<file path="config.mk">
export PLATFORM = sky130hd
export DESIGN_NAME = dsp_accum_dump_round_sat
export DESIGN_NICKNAME = d
export VERILOG_FILES = /design/src/rtl/dsp_accum_pkg.sv /design/src/rtl/dsp_accum_dump_round_sat_fifo.sv /design/src/rtl/dsp_accum_dump_round_sat.sv
export SDC_FILE = /design/constraint.sdc
export NUM_CORES = 1
export LEC_CHECK = 0
export BUFFER_PORTS_ARGS = -buffer_cell sky130_fd_sc_hd__clkbuf_2
export CAP_MARGIN = 10
export CORE_UTILIZATION = 56
export DETAILED_ROUTE_END_ITERATION = 10
export PLACE_DENSITY_LB_ADDON = 0.08
export SLEW_MARGIN = 15
export SYNTH_ARGS = -nofsm -noshare
export SYNTH_HDL_FRONTEND = slang
export SYNTH_HIERARCHICAL = 1
export SYNTH_SLANG_ARGS = --single-unit
</file>
<file path="constraint.sdc">
create_clock -name clk -period 3.7 [get_ports clk]
set_input_delay 0.185 -clock clk [delete_from_list [all_inputs] [get_ports clk]]
set_output_delay 0.185 -clock clk [all_outputs]
set_load 0.02 [all_outputs]
</file>
<file path="src/rtl/dsp_accum_pkg.sv">
// Shared types and arithmetic helpers for the accumulate/dump/round/saturate stage.
package dsp_accum_pkg;

  typedef enum logic {
    ACCUM = 1'b0,
    CLEAR = 1'b1
  } state_t;

  // data is the sign-extended result; callers keep the low OUT_W bits
  typedef struct packed {
    logic        sat;
    logic [63:0] data;
  } rss_t;

  // Round half up (when shift > 0), then arithmetic shift right
  function automatic logic signed [63:0] round_shift(input logic signed [63:0] value,
                                                    input int shift);
    logic signed [63:0] r;
    r = value;
    if (shift > 0) r = r + (64'sd1 <<< (shift - 1));
    return r >>> shift;
  endfunction

  // Clamp to the signed out_w-bit range and flag when clamping happened
  function automatic rss_t saturate(input logic signed [63:0] value, input int out_w);
    logic signed [63:0] max_v;
    logic signed [63:0] min_v;
    rss_t res;
    max_v = (64'sd1 <<< (out_w - 1)) - 64'sd1;
    min_v = -max_v - 64'sd1;
    if (value > max_v) begin
      res.sat  = 1'b1;
      res.data = max_v;
    end else if (value < min_v) begin
      res.sat  = 1'b1;
      res.data = min_v;
    end else begin
      res.sat  = 1'b0;
      res.data = value;
    end
    return res;
  endfunction

  function automatic rss_t round_shift_sat(input logic signed [63:0] value,
                                           input int shift, input int out_w);
    return saturate(round_shift(value, shift), out_w);
  endfunction

endpackage

</file>
<file path="src/rtl/dsp_accum_dump_round_sat_fifo.sv">
// Small synchronous FIFO for finished output samples. A push while full is
// only taken when a pop happens in the same cycle; no empty-FIFO bypass.
module dsp_out_fifo #(
  parameter int WIDTH = 17,
  parameter int DEPTH = 2
) (
  input  logic             clk,
  input  logic             reset,
  input  logic             i_push,
  input  logic             i_pop,
  input  logic [WIDTH-1:0] i_data,
  output logic [WIDTH-1:0] o_head,
  output logic             o_full,
  output logic             o_empty
);

  localparam int AW = $clog2(DEPTH);

  logic [WIDTH-1:0] r_mem [DEPTH];
  logic [AW:0]      r_wr_ptr;
  logic [AW:0]      r_rd_ptr;
  logic             w_do_pop;
  logic             w_do_push;

  assign o_empty   = (r_wr_ptr == r_rd_ptr);
  assign o_full    = (r_wr_ptr[AW] != r_rd_ptr[AW]) &&
                     (r_wr_ptr[AW-1:0] == r_rd_ptr[AW-1:0]);
  assign w_do_pop  = i_pop & ~o_empty;
  assign w_do_push = i_push & (~o_full | w_do_pop);
  assign o_head    = r_mem[r_rd_ptr[AW-1:0]];

  // Pointer update; wrap bit distinguishes full from empty
  always_ff @(posedge clk or negedge reset) begin
    if (!reset) begin
      r_wr_ptr <= '0;
      r_rd_ptr <= '0;
    end else begin
      if (w_do_push) r_wr_ptr <= r_wr_ptr + (AW+1)'(1);
      if (w_do_pop)  r_rd_ptr <= r_rd_ptr + (AW+1)'(1);
    end
  end

  // Storage; contents are only observed while the FIFO is non-empty
  always_ff @(posedge clk) begin
    if (w_do_push) r_mem[r_wr_ptr[AW-1:0]] <= i_data;
  end

endmodule

</file>
<file path="src/rtl/dsp_accum_dump_round_sat.sv">
// Counts MAC accumulation steps, dumps the accumulator every ACC_LEN steps,
// requests a MAC clear, and emits a rounded/shifted/saturated sample via a FIFO.
//   state | meaning
//   ACCUM | counting valid accumulation steps
//   CLEAR | MAC accumulator being cleared; p_valid_i ignored
module dsp_accum_dump_round_sat
  import dsp_accum_pkg::*;
#(
  parameter int IN_W       = 38,
  parameter int OUT_W      = 16,
  parameter int SHIFT      = 12,
  parameter int ACC_LEN    = 8,
  parameter int FIFO_DEPTH = 2
) (
  input  logic                               clk,
  input  logic                               reset,
  input  logic signed [IN_W-1:0]             p_i,
  input  logic                               p_valid_i,
  input  logic                               soft_clear_i,
  output logic                               acc_clear_o,
  output logic signed [OUT_W-1:0]            out_data_o,
  output logic                               out_sat_o,
  output logic                               out_valid_o,
  input  logic                               out_ready_i,
  output logic                               overflow_o,
  input  logic                               clr_ovf_i,
  output logic [$clog2(ACC_LEN+1)-1:0]       count_o
);

  localparam int              CNT_W = $clog2(ACC_LEN + 1);
  localparam logic [CNT_W-1:0] LAST = CNT_W'(ACC_LEN - 1);

  state_t             r_state;
  logic [CNT_W-1:0]   r_count;
  logic               r_acc_clear;
  logic               r_s1_valid;
  logic [IN_W:0]      r_s1_val;
  logic               r_ovf;
  logic [OUT_W-1:0]   r_last_data;
  logic               r_last_sat;

  logic               w_capture;
  logic signed [63:0] w_p_ext;
  logic signed [63:0] w_rs;
  logic signed [63:0] w_s1_ext;
  rss_t               w_sat_res;
  logic               w_push;
  logic               w_pop;
  logic [OUT_W:0]     w_fifo_in;
  logic [OUT_W:0]     w_head;
  logic               w_full;
  logic               w_empty;
  logic               w_unused_bits;

  assign w_capture = (r_state == ACCUM) & p_valid_i & (r_count == LAST) & ~soft_clear_i;
  assign w_p_ext   = {{(64-IN_W){p_i[IN_W-1]}}, p_i};
  assign w_rs      = round_shift(w_p_ext, SHIFT);
  assign w_s1_ext  = {{(63-IN_W){r_s1_val[IN_W]}}, r_s1_val};
  assign w_sat_res = saturate(w_s1_ext, OUT_W);
  // A soft clear in the stage-2 cycle discards the in-flight result
  assign w_push    = r_s1_valid & ~soft_clear_i;
  assign w_pop     = ~w_empty & out_ready_i;
  assign w_fifo_in = {w_sat_res.sat, w_sat_res.data[OUT_W-1:0]};
  assign w_unused_bits = ^{w_rs[63:IN_W+1], w_sat_res.data[63:OUT_W]};

  // Frame FSM: step counting, dump capture and the registered clear request
  always_ff @(posedge clk or negedge reset) begin
    if (!reset) begin
      r_state     <= ACCUM;
      r_count     <= '0;
      r_acc_clear <= 1'b0;
    end else begin
      r_acc_clear <= w_capture | soft_clear_i;
      if (soft_clear_i) begin
        r_state <= ACCUM;
        r_count <= '0;
      end else begin
        case (r_state)
          ACCUM: begin
            if (p_valid_i) begin
              if (r_count == LAST) begin
                r_count <= '0;
                r_state <= CLEAR;
              end else begin
                r_count <= r_count + CNT_W'(1);
              end
            end
          end
          CLEAR:   r_state <= ACCUM;
          default: r_state <= ACCUM;
        endcase
      end
    end
  end

  // Stage 1: round and shift the captured accumulator
  always_ff @(posedge clk or negedge reset) begin
    if (!reset) begin
      r_s1_valid <= 1'b0;
      r_s1_val   <= '0;
    end else begin
      r_s1_valid <= w_capture;
      if (w_capture) r_s1_val <= w_rs[IN_W:0];
    end
  end

  // Sticky overflow: a stage-2 result lost to a full FIFO; set beats clear
  always_ff @(posedge clk or negedge reset) begin
    if (!reset) begin
      r_ovf <= 1'b0;
    end else if (w_push & w_full & ~w_pop) begin
      r_ovf <= 1'b1;
    end else if (clr_ovf_i) begin
      r_ovf <= 1'b0;
    end
  end

  // Remember the last presented head so outputs hold while the FIFO is empty
  always_ff @(posedge clk or negedge reset) begin
    if (!reset) begin
      r_last_data <= '0;
      r_last_sat  <= 1'b0;
    end else if (w_pop) begin
      r_last_data <= w_head[OUT_W-1:0];
      r_last_sat  <= w_head[OUT_W];
    end
  end

  dsp_out_fifo #(
    .WIDTH (OUT_W + 1),
    .DEPTH (FIFO_DEPTH)
  ) u_fifo (
    .clk     (clk),
    .reset   (reset),
    .i_push  (w_push),
    .i_pop   (w_pop),
    .i_data  (w_fifo_in),
    .o_head  (w_head),
    .o_full  (w_full),
    .o_empty (w_empty)
  );

  assign acc_clear_o = r_acc_clear;
  assign out_valid_o = ~w_empty;
  assign out_data_o  = w_empty ? r_last_data : w_head[OUT_W-1:0];
  assign out_sat_o   = w_empty ? r_last_sat  : w_head[OUT_W];
  assign overflow_o  = r_ovf;
  assign count_o     = r_count;

endmodule

</file>
==> impl_results.md <==
* Clk buf depth at 2
* Synth warnings at 6
* Hold_sp: clr_ovf_i
* CORE AREA at 7330 µm²
* Max Cap Violations at 0
* Area growth, synth to finish at 14.8%
* Rows at 31
* Drt drc at 0
* Die area at 8030 µm²
* Worst-margin pin slew at 525 ps
* RSZ-0062 raised after global routing: no
* Number of routed nets with antenna violations at 0
* TritonCTS clock tree: yes
* Worst Setup SP: u_fifo/r_rd_ptr[1]
* Syn nets at 407
* Primary FF master, synth: dfrtp_1
* Outcome: completed
* Grt total ovfl at 0
* Fin area at 4940 µm²
* Initial DRC Count at 79
* Antenna fix cells at 0
* Drt via density at 5.41
* Crit path time final at 2710 ps
* Setup crit end kind: flop
* Crit-path max FO at 19
* Synth cell types at 43
* Buffers on Ports at 56
* Reg clk slew, reported paths at 80 ps
* Power Density at 377 nW/µm²
* Synth Area in Adders at 0.00582
* Clock root cell: clkbuf_8
* Worst skew pair latency at 340 ps
* Critical Path Source Type: flop
* I/O pins at 68
* Worst hold path class: input port to flop
* Worst Hold Depth at 2
* Vias at 2850
* Fillers at 572
* Total Power at 1.86 mW
* Setup Skew at 9.81 ps
* Top cells by area, synth: dfrtp_1 33%, edfxtp_1 24%, mux2_2 14%, nand2_1 4.1%, xnor2_1 2.9%
* CTS Sinks at 90
* Fmax at 369 MHz
* Max Transition Viols Final at 0
* Yosys reg bits at 90
* Nets at 469
* Reg2Reg Depth at 11
* Vias in the first global route at 2550
* Gpl congestion at 0.744
* H-tree levels at 3
* Final Util at 0.673
* Mux share of post-synthesis cell area at 0.138
* Largest family of logic cells by synthesized area: multiplexers
* Max VDD drop at 0.206 mV
* Origin of the critical flop-to-flop path: u_fifo/r_rd_ptr[1]
* WP data required at 3780 ps
* Drt first pass iters at 4
* Hold-critical path endpoint: overflow_o
* Leakage at 2.27 nW
* Setup TNS at 0 ps
* Inserted Clock Buffers at 9
* Final setup viols at 0
* Critical path class: flop to flop
* Die Y at 89.6 µm
* Tcrit/Tclk final at 0.733
* DRT Wirelength at 7.51 mm
* Global-route wire length before repair at 12.1 mm
* Final hold violations at 0
* Relative slew margins at 0.650
* Initial antenna violation count at 0
* Sequential fraction of the synthesis area at 0.563
* Post-cts sizing count at 0
* R2R Setup Slk at 990 ps
* Most frequent cells in the layout: 56 x dfrtp_1, 56 x clkbuf_2, 52 x mux2_2
* Die Width at 89.6 µm
* Share of the synthesized area in the top cell type at 0.326
* EDFF count, synth at 34
* Total GRT Usage at 0.203
* Ratio of cells with drive above 1 in the final layout at 0.332
* Avg WL per Cell at 14.3 µm
* # Post-CTS Setup Buffers at 0
* Largest net degree at the start of global routing at 47
* DP HPWL at 5.23 mm
* XOR/XNOR share of the synthesized area at 0.0588
* Fraction of registers with async set/reset at 0.622
* Post-synthesis cell type with the largest combined area: dfrtp_1
* Reg-to-Reg End: u_fifo/r_mem[0][1]
* Syn avg cell area at 11.9 µm²
* Worst Setup Slack, final at 986 ps
* Post-synth design cell area at 4300 µm²
* Initial core utilization at 0.587
* Fraction of the mapped netlist area in simple logic gates at 0.130
* Area after DPL at 4720 µm²
* Dpl ws at 965 ps
* Mapped Cells at 361
* Compound-Gate Fraction of Synth Area at 0.0818
* Arrival @ worst endpoint at 2800 ps
-- cells by family (layout without fill, tap and decap cells) --
| group | Yosys count | in the layout |
|---|---|---|
| buffers and inverters | 24 | 91 |
| DFF | 90 | 90 |
| and+or+nand+nor | 108 | 108 |
| muxes | 53 | 53 |
| adders and majority gates | 2 | 2 |
| xor gates and xnor gates | 28 | 28 |
| AOI/OAI and AO/OA | 56 | 56 |
-- through the flow --
stage,hold slack [ps],std cells
after CTS,5.08,527
after global routing,10.3,527
after global placement,188,510
final,22.2,527
after detailed placement,194,510
after floorplan,-111,361
-- cell type report --
| class | count | area (µm²) | share of cell area |
|---|---|---|---|
| multi-input cells | 247 | 1790 | 0.362 |
| flip-flops and latches | 90 | 2420 | 0.491 |
| clock buffers | 11 | 131 | 0.0266 |
| clock inverters | 5 | 78.8 | 0.0160 |
| well taps | 99 | 124 | 0.0251 |
| repair buffers | 66 | 358 | 0.0725 |
| inverters | 9 | 33.8 | 0.00684 |
-- metal layers --
| metal | global-route usage | share of wire |
|---|---|---|
| met1 | 0.283 | 0.49 |
| met5 | 0 | 0 |
| met2 | 0.320 | 0.47 |
| met4 | 0.0823 | 0.0083 |
| met3 | 0.0329 | 0.029 |
-- worst max-delay path, stage by stage (launching register included) --
cell and delay (ps):
dfrtp_1 440, xnor2_2 330, inv_1 70, nor2_1 100
buf_4 260, inv_1 80, nand2_1 60, buf_4 250
inv_1 180, nor3_1 390, nor3_2 70, buf_4 220
-- how the worst max path moves through the flow --
stage | end | depth (start not counted)
2_1_floorplan | u_fifo/r_mem[0][0] | 10
3_3_place_gp | u_fifo/r_mem[0][9] | 11
3_5_place_dp | u_fifo/r_mem[0][8] | 11
4_1_cts | u_fifo/r_mem[0][2] | 11
5_1_grt | u_fifo/r_mem[0][1] | 11
6_report | u_fifo/r_mem[0][1] | 11
-- sequential cells by signal (all words and copies together) (netlist names) --
| register | cells |
|---|---|
| r_s1_val | 27 |
| count_o | 4 |
| r_s1_valid | 1 |
| acc_clear_o | 1 |
| u_fifo/r_rd_ptr | 2 |
| overflow_o | 1 |
| r_last_data | 16 |
| u_fifo/r_wr_ptr | 2 |
| r_last_sat | 1 |
| r_state | 1 |
| u_fifo/r_mem | 34 |
-- synthesized netlist by cell type (2+ instances only) --
cell type	number
ha_1	2
or3_1	2
and4_1	2
xnor2_1	14
nand2_1	47
dfrtp_1	56
a31oi_1	2
edfxtp_1	34
inv_1	9
nor3_1	7
xor2_1	13
o21ai_0	24
nand3_1	11
nor2b_1	3
a21oi_1	6
nor2_1	9
and4_2	2
and3_1	3
clkbuf_1	10
buf_2	4
mux2_2	52
o21ai_2	2
a21o_1	15
nand2b_1	2
nor4_1	5
nand4_1	8
-- report_power, final --
group | internal (mW) | switching (mW)
Combinational | 0.0447 | 0.0648
Sequential | 1.04 | 0.00604
Clock | 0.380 | 0.320
-- timing repair --
action | in CTS | in global routing
endpoints found under the hold margin | 19 | 0
hold buffers | 1 | 0
setup endpoints to repair | 0 | 0
(Power assumes the default switching activity.)
